**src/rtl/pi2c_pkg.sv**
```systemverilog
// pi2c_pkg: shared types and constants for the pi2c_target I2C register responder.
package pi2c_pkg;
   typedef enum logic [3:0] {
      S_IDLE, S_ADDR, S_ADDR_ACK, S_PTR, S_PTR_ACK,
      S_WDATA, S_WDATA_ACK, S_RDATA, S_RDATA_ACK
   } state_t;
   localparam logic I2C_ACK  = 1'b0;
   localparam logic I2C_NACK = 1'b1;
   localparam int   BYTE_W   = 8;
endpackage

```
**src/rtl/pi2c_sync_edge.sv**
```systemverilog
// pi2c_sync_edge: 2-flop synchronizer plus rise/fall detect for one I2C line.
// PI2C_TARGET_FILTER_EN adds a 3-sample hold filter that rejects spikes up to 2 clk wide.
module pi2c_sync_edge (
   input  logic clk,
   input  logic reset,
   input  logic i_line,
   output logic o_level,
   output logic o_rise,
   output logic o_fall
);
   logic [1:0] r_sync;
   logic       r_lvl;
   logic       w_lvl;
   always_ff @(posedge clk) r_sync <= reset ? 2'b11 : {r_sync[0], i_line};
`ifdef PI2C_TARGET_FILTER_EN
   logic [1:0] r_flt;
   always_ff @(posedge clk) r_flt <= reset ? 2'b11 : {r_flt[0], r_sync[1]};
   // a new level is taken only when three consecutive samples agree, else the last level holds
   assign w_lvl = (r_sync[1] == r_flt[0] && r_flt[0] == r_flt[1]) ? r_sync[1] : r_lvl;
`else
   assign w_lvl = r_sync[1];
`endif
   always_ff @(posedge clk) r_lvl <= reset ? 1'b1 : w_lvl;
   assign o_level = w_lvl;
   assign o_rise  = w_lvl & ~r_lvl;
   assign o_fall  = ~w_lvl & r_lvl;
endmodule

```
**src/rtl/pi2c_target.sv**
```systemverilog
// pi2c_target: I2C target serving a byte register file with pointer auto-increment.
// Optional SCL/SDA glitch filter enabled by PI2C_TARGET_FILTER_EN.
module pi2c_target
   import pi2c_pkg::*;
#(
   parameter logic [6:0] ADDR = 7'h50,
   parameter int         REGS = 16,
   parameter int         PW   = $clog2(REGS)
) (
   input  logic              clk,
   input  logic              reset,
   input  logic              i2c_scl_i,
   input  logic              i2c_sda_i,
   output logic              i2c_scl_o,
   output logic              i2c_scl_t,
   output logic              i2c_sda_o,
   output logic              i2c_sda_t,
   output logic [8*REGS-1:0] regs_out,
   output logic              wr_pulse,
   output logic [PW-1:0]     wr_ptr,
   output logic              busy
);
   localparam logic [3:0] NBITS = 4'(BYTE_W);
   state_t            r_state;
   logic [7:0]        r_shift;
   logic [3:0]        r_cnt;
   logic [PW-1:0]     r_ptr;
   logic [PW-1:0]     r_wr_ptr;
   logic [8*REGS-1:0] r_regs;
   logic              r_sda_t;
   logic              r_busy;
   logic              r_wr_pulse;
   logic              w_scl, w_scl_rise, w_scl_fall;
   logic              w_sda, w_sda_rise, w_sda_fall;
   logic              w_start, w_stop, w_done;
   logic [7:0]        w_rd;
   pi2c_sync_edge u_scl (.clk(clk), .reset(reset), .i_line(i2c_scl_i),
                         .o_level(w_scl), .o_rise(w_scl_rise), .o_fall(w_scl_fall));
   pi2c_sync_edge u_sda (.clk(clk), .reset(reset), .i_line(i2c_sda_i),
                         .o_level(w_sda), .o_rise(w_sda_rise), .o_fall(w_sda_fall));
   assign w_start   = w_sda_fall & w_scl;
   assign w_stop    = w_sda_rise & w_scl;
   assign w_done    = r_cnt == NBITS;
   assign w_rd      = r_regs[{r_ptr, 3'b000} +: 8];
   assign i2c_scl_o = 1'b0;
   assign i2c_scl_t = 1'b1;
   assign i2c_sda_o = 1'b0;
   assign i2c_sda_t = r_sda_t;
   assign regs_out  = r_regs;
   assign wr_pulse  = r_wr_pulse;
   assign wr_ptr    = r_wr_ptr;
   assign busy      = r_busy;
   // bits are sampled on SCL rise; SDA only changes on SCL fall, which also closes each byte/ACK slot
   always_ff @(posedge clk) begin
      r_wr_pulse <= 1'b0;
      if (reset) begin
         r_state  <= S_IDLE;
         r_shift  <= '0;
         r_cnt    <= '0;
         r_ptr    <= '0;
         r_wr_ptr <= '0;
         r_regs   <= '0;
         r_sda_t  <= 1'b1;
         r_busy   <= 1'b0;
      end else if (w_stop) begin
         r_state <= S_IDLE;
         r_sda_t <= 1'b1;
         r_busy  <= 1'b0;
      end else if (w_start) begin
         r_state <= S_ADDR;
         r_sda_t <= 1'b1;
         r_cnt   <= '0;
      end else if (w_scl_rise) begin
         if (r_state inside {S_ADDR, S_PTR, S_WDATA}) begin
            r_shift <= {r_shift[6:0], w_sda};
            r_cnt   <= r_cnt + 4'd1;
         end
         if (r_state == S_RDATA) r_cnt <= r_cnt + 4'd1;
         if (r_state == S_RDATA_ACK && w_sda == I2C_NACK) r_state <= S_IDLE;
      end else if (w_scl_fall) begin
         case (r_state)
            S_ADDR: if (w_done) begin
               r_state <= (r_shift[7:1] == ADDR) ? S_ADDR_ACK : S_IDLE;
               r_sda_t <= (r_shift[7:1] == ADDR) ? I2C_ACK : 1'b1;
               r_busy  <= r_busy | (r_shift[7:1] == ADDR);
            end
            S_ADDR_ACK: begin
               r_cnt   <= '0;
               r_state <= r_shift[0] ? S_RDATA : S_PTR;
               r_sda_t <= r_shift[0] ? w_rd[7] : 1'b1;
               if (r_shift[0]) r_shift <= {w_rd[6:0], 1'b0};
            end
            S_PTR: if (w_done) begin
               r_ptr   <= r_shift[PW-1:0];
               r_state <= S_PTR_ACK;
               r_sda_t <= I2C_ACK;
            end
            S_PTR_ACK, S_WDATA_ACK: begin
               r_state <= S_WDATA;
               r_sda_t <= 1'b1;
               r_cnt   <= '0;
            end
            S_WDATA: if (w_done) begin
               r_regs[{r_ptr, 3'b000} +: 8] <= r_shift;
               r_wr_pulse <= 1'b1;
               r_wr_ptr   <= r_ptr;
               r_ptr      <= r_ptr + 1'b1;
               r_state    <= S_WDATA_ACK;
               r_sda_t    <= I2C_ACK;
            end
            S_RDATA: begin
               r_state <= w_done ? S_RDATA_ACK : S_RDATA;
               r_sda_t <= w_done ? 1'b1 : r_shift[7];
               r_ptr   <= w_done ? r_ptr + 1'b1 : r_ptr;
               r_shift <= {r_shift[6:0], 1'b0};
            end
            S_RDATA_ACK: begin
               r_state <= S_RDATA;
               r_sda_t <= w_rd[7];
               r_shift <= {w_rd[6:0], 1'b0};
               r_cnt   <= '0;
            end
            default: ;
         endcase
      end
   end
endmodule
```
**config.mk**
```make
export PLATFORM = sky130hd
export DESIGN_NAME = pi2c_target
export DESIGN_NICKNAME = d
export VERILOG_FILES = /design/src/rtl/pi2c_pkg.sv /design/src/rtl/pi2c_sync_edge.sv /design/src/rtl/pi2c_target.sv
export SDC_FILE = /design/constraint.sdc
export NUM_CORES = 1
export LEC_CHECK = 0
export CORE_UTILIZATION = 28
export CTS_BUF_LIST = sky130_fd_sc_hd__clkbuf_4 sky130_fd_sc_hd__clkbuf_8
export DETAILED_ROUTE_END_ITERATION = 8
export GPL_ROUTABILITY_DRIVEN = 1
export HOLD_SLACK_MARGIN = 0.1
export MAX_ROUTING_LAYER = met4
export PLACE_DENSITY = 0.55
export SYNTH_ARGS = -nofsm -noshare
export SYNTH_HDL_FRONTEND = slang
export SYNTH_SLANG_ARGS = --single-unit
```
**constraint.sdc**
```tcl
create_clock -name clk -period 8.4 [get_ports clk]
set_input_delay 2.1 -clock clk [delete_from_list [all_inputs] [get_ports clk]]
set_output_delay 2.1 -clock clk [all_outputs]
set_load 0.1 [all_outputs]
```
=== After elaboration in Yosys (flattened, before gate mapping) ===
Cells that the tools add are included.

* Bits of input ports: 4
* Bits in registers: 161

* Bitwise operators: 16
* Multiplexer cells: 33
* Add/subtract/negate cells: 3
* Equal/unequal tests: 25
* Reductions and logical operators: 26
* Shifts and indexed selects: 3

{| class="wikitable"
|+ Operator list
! cell !! count
|-
| 128-bit bitwise mux || 1
|-
| 8-bit by 9-bit variable shift with 128-bit output, first input constant || 1
|-
| 128-bit by 8-bit indexed part select with 8-bit output || 1
|-
| 8-bit by 9-bit indexed part select with 128-bit output || 1
|-
| 4-bit 2-to-1 mux || 15
|-
| 8-bit 2-to-1 mux || 4
|-
| 4-bit one-hot mux with 7 select lines || 1
|-
| 8-bit one-hot mux with 3 select lines || 1
|-
| 6-bit AND reduction || 4
|-
| 4-bit by 3-bit == test with 1-bit output, second input constant || 4
|-
| 5-bit AND reduction || 3
|-
| 3-bit by 2-bit != test with 1-bit output, second input constant || 4
|-
| 4-bit by 3-bit != test with 1-bit output, second input constant || 3
|-
| 7-bit negation with 9-bit output || 1
|-
| 1-bit NOT || 9
|-
| 3-bit nonzero test || 3
|-
| 9-bit nonzero test || 1
|-
| 4-bit by 1-bit adder with 4-bit output, second input constant || 2
|-
| 4-bit by 2-bit == test with 1-bit output, second input constant || 2
|-
| 4-bit == test, second input constant || 2
|-
| 2-bit != test, second input constant || 4
|-
| 4-bit one-hot mux with 2 select lines || 1
|-
| 8-bit nonzero test || 1
|-
| 2-bit OR reduction || 4
|-
| 20 further kinds || 33
|}

=== Longest topological paths before layout ===
* Depth after elaboration: 7
* Mapped depth: 13
* Mapped depth without buffers: 7

=== By module ===
From an unflattened synthesis, not the netlist that was laid out.

* Cell total of the unflattened synthesis: 834
* Area, all modules: 8,186.6 um^2

{| class="wikitable"
|+ Modules (own cells, without submodules)
! module !! area an instance (um^2) !! cells an instance !! instances !! seq. area each (um^2)
|-
| pi2c_target || 8,001.4 || 818 || 1 || 3,103.0
|-
| pi2c_sync_edge || 92.6 || 8 || 2 || 60.1
|}

=== Worst setup path after synthesis ===
OpenSTA, ideal clock, no wires.

* Path kind: input-to-reg
* Start: input port reset
* End: register r_sda_t (netlist: i2c_sda_t)
* Required time: 8.259 ns
* Stages on the path: 5
* Arrival time: 2.969 ns
* Path slack: 5.290 ns
* Buffers on the path: 1
* Setup time: 0.141 ns
* Cells stage by stage: inv_1 clkbuf_1 nand2_1 a2111oi_0 a22oi_1

* Cells in the longest elaborated chain, start to end: 1

{| class="wikitable"
|+ RTL lines
! what !! RTL line !! source
|-
| from (decl) || pi2c_target.sv:11 || <nowiki>input logic reset,</nowiki>
|-
| 3-bit OR reduction (no source line) || -- ||
|-
| to (signal assigned) || pi2c_target.sv:84 || <nowiki>r_sda_t <= (r_shift[7:1] == ADDR) ? I2C_ACK : 1'b1;</nowiki>
|-
| to (signal assigned) || pi2c_target.sv:90 || <nowiki>r_sda_t <= r_shift[0] ? w_rd[7] : 1'b1;</nowiki>
|-
| to (signal assigned) || pi2c_target.sv:113 || <nowiki>r_sda_t <= w_done ? 1'b1 : r_shift[7];</nowiki>
|-
| to (decl) || pi2c_target.sv:30 || <nowiki>logic r_sda_t;</nowiki>
|}

Every way passes these cells.
A chain may end at the register's enable or synchronous reset.

=== Worst setup path after layout ===
* Start: register r_regs[11] (netlist: regs_out[11])
* End: output port regs_out[11]

{| class="wikitable"
|+ RTL lines
! what !! RTL line !! source
|-
| from (decl) || pi2c_target.sv:29 || <nowiki>logic [8*REGS-1:0] r_regs;</nowiki>
|-
| from (signal, indexed assignment) || pi2c_target.sv:104 || <nowiki>r_regs[{r_ptr, 3'b000} +: 8] <= r_shift;</nowiki>
|-
| to (decl) || pi2c_target.sv:18 || <nowiki>output logic [8*REGS-1:0] regs_out,</nowiki>
|}

No word-level cell between the ends.

==> impl_metrics.tcl <==
set metrics [dict create \
    status "finished clean" \
    drv_slew 0 \
    slew_headroom_pct 14.98 \
    critPathCaptureType "output port" \
    num_rows 61 \
    cts_buffers 17 \
    crit_arrival_ps 2170 \
    synthFlopType "dfxtp_1" \
    crit_slowest_cell "clkdlybuf4s50_1" \
    postSynthAreaPerCell_um2 9.536 \
    synth-compound-area-share_pct 10.71 \
    min_to "u_scl.r_sync[1]$_SDFF_PP1_" \
    timing.fmax_ghz 0.2340 \
    n_antenna_cell 0 \
    setup_tns_ps 0 \
    syn_area_mm2 0.007991 \
    grt_pass1_wl_mm 42.35 \
    hold_violations 0 \
    drtIter0Drc 650 \
    reg2reg_from "u_scl.r_sync[1]$_SDFF_PP1_" \
    crit_family "buffers and inverters" \
    p_leak_nw 3.379 \
    placement.io_buffers 138 \
    slowest_delay_ps 1210 \
    yosys_warnings 0 \
    p_per_area_mw_per_mm2 135.6 \
    synth-seq-cells 161 \
    die_x_um 170.9 \
    finalNonFillerCells 1331 \
    synth-simple-area-share_pct 21.64 \
    cts_resized 0 \
    clock-root-buffer "clkbuf_8" \
    cp_cell_sequence "clkdlybuf4s50_1" \
    start_util_pct 28.61 \
    dieArea_mm2 0.02922 \
    synthMuxAreaShare_pct 20.01 \
    viasPerCell 5.209 \
    synth_edf_count 0 \
    io_pins 142 \
    fill_cells 2880 \
    grtUsageMet2_pct 31.84 \
    worstPathMaxFanout 3 \
    vdd_drop_max_uv 90.79 \
    dp_hpwl_mm 19.63 \
    drc 0 \
    rsz0062_at_grt "false" \
    synthAdderAreaFrac_pct 1.409 \
    skew_ps 22.48 \
    clkLatencyLatePin_ps 470 \
    die_h_um 170.9 \
    hp-start "u_scl.r_sync[0]$_SDFF_PP1_" \
    path_class "flop to output port" \
    drive_above_1_share_pct 12.17 \
    synth_xor_area_share_pct 1.237 \
    routedWlPerCell_um 21.52 \
    grt_pass1_vias 6544 \
    cp_data_required_time_ps 6300 \
    finalWirelength_mm 28.64 \
    cts_hold_buf 0 \
    cts.sinks 161 \
    gr-usage-met3_pct 2.892 \
    fin_nets 953 \
    r2r_setup_slack_ps 4790 \
    cts_max_level 4 \
    clockBufferDepth 2 \
    grt_overflow 0 \
    r2r_end "regs_out[50]$_SDFFE_PP0P_" \
    critPathBufInv 1 \
    clk_pin_slew_worst_paths_ps 90 \
    holdCritPathClass "flop to flop" \
    tritoncts "built" \
    grt_use_met1_pct 25.56 \
    synth_seq_area_share_pct 40.33 \
    max_cap_viol_count 0 \
    syn_to_final_growth_pct 24.85 \
    worst_setup_path_start_kind "flop" \
    async_flop_share_pct 0 \
    netlist-cell-type-count 75 \
    finalSetupViolCount 0 \
    dp_cells 1299 \
    reg2reg_depth 6 \
    hold_depth 1 \
    antenna_left 0 \
    tightest_slew_ps 1266 \
    finalCritPeriodShare_pct 50.88 \
    postCtsSetupRepairBufs 0 \
    synth_top_family_by_area "simple AND/OR/NAND/NOR gates" \
    gp_congestion 0.8500 \
    synth_cells 838 \
    antenna_found_initial 0 \
    grt_max_degree 102 \
    vias 6933 \
    drtPass1Iterations 5 \
    period_minus_slack_ps 4274 \
    grt_use_total_pct 20.39 \
    coreArea_mm2 0.02793 \
    top_usage_layer "met2" \
]
routing by layer:
metal  wire [um]  share of wire [%]
met3        1439                5.0
met4        1338                4.7
met1       12310                 43
met2       13550                 47
met5           0                  0
worst max path at each step:
stage                                   start  depth (start not counted)                     end  slack, ps
global placement    regs_out[19]$_SDFFE_PP0P_                          1            regs_out[19]       4620
floorplan                               reset                          5  i2c_sda_t$_SDFFE_PP1P_       5290
global route        regs_out[27]$_SDFFE_PP0P_                          1            regs_out[27]       4090
finish              regs_out[11]$_SDFFE_PP0P_                          1            regs_out[11]       4130
detailed placement   regs_out[3]$_SDFFE_PP0P_                          1             regs_out[3]       4620
CTS                 regs_out[27]$_SDFFE_PP0P_                          1            regs_out[27]       4110
sequential cells by signal, summed over array words and instances (netlist names):
register and count:
r_cnt 4, busy 1, u_scl.r_sync 2, u_sda.r_sync 2, u_scl.r_lvl 1, wr_ptr 4, r_ptr 4, i2c_sda_t 1
r_state 4, wr_pulse 1, u_sda.r_lvl 1, regs_out 128, r_shift 8
synthesized netlist by cell type, drive strengths merged (4+ instances only):
library cell | n | area, um2
a21oi | 56 | 280.3
nand2b | 5 | 31.28
a2111oi | 4 | 72.57
nand2 | 76 | 285.3
o211ai | 5 | 37.54
a211oi | 4 | 30.03
buf | 20 | 137.6
dfxtp | 161 | 3223
and2 | 17 | 106.4
o21ai | 41 | 209.0
nand4 | 14 | 123.9
or2 | 8 | 50.05
nor2 | 83 | 311.6
nand3 | 72 | 360.4
xnor2 | 4 | 53.81
mux2i | 72 | 720.7
nor3 | 17 | 96.35
nor4 | 10 | 158.9
mux4 | 35 | 788.3
nor2b | 6 | 37.54
ha | 9 | 112.6
inv | 14 | 52.55
mux2 | 8 | 90.09
clkbuf | 44 | 171.4
layout make-up:
class	instances	area [um2]	area share [%]
clock inverter	14	125.1	1.254
timing repair buffer	146	1439	14.42
tap	378	473.0	4.740
clock buffer	18	241.5	2.420
sequential	161	3224	32.32
multi-input combinational	599	4418	44.28
inverter	15	56.30	0.5643
power breakdown:
part	total, mW	internal [mW]	switching, mW
logic	0.0335	0.00649	0.0271
clock network	0.552	0.218	0.333
registers	0.768	0.764	0.00347
total	1.35	0.989	0.364
cells by family (layout without fill, tap and decap cells):
kind of cell,Yosys count,after routing
simple gates,328,328
flops,161,161
compound gates,137,137
mux,115,115
buf+inv,79,193
fa+ha+maj,9,9
xor+xnor,7,7
other cells,2,3
through the flow:
stage / utilization, % / hold slack, ps / worst slack, ps / power [mW] / instance area, um2
2_1_floorplan: - / 389.5 / 5290 / 0.8117 / 7995
3_3_place_gp: 34.40 / 400.2 / 4617 / 0.8188 / 9610
3_5_place_dp: 34.40 / 402.6 / 4623 / 0.8187 / 9610
4_1_cts: 35.72 / 426.1 / 4111 / 1.364 / 9977
5_1_grt: 35.72 / 451.3 / 4095 / 1.402 / 9977
6_report: 35.72 / 422.2 / 4126 / 1.353 / 9977
placed cells by master (no fill, tap or decap), drive strengths merged, types with 6 or more instances in the layout:
cell type,count
nand2,76
nor3,17
inv,20
clkdlybuf4s50,137
or2,8
buf,9
ha,9
clkbuf,18
mux4,35
clkinv,8
nor4,10
nor2,83
dfxtp,161
mux2i,72
nand4,14
nor2b,6
mux2,8
a21oi,56
nand3,72
and2,17
o21ai,41
No activity file was read; power rests on OpenSTA's default activity.
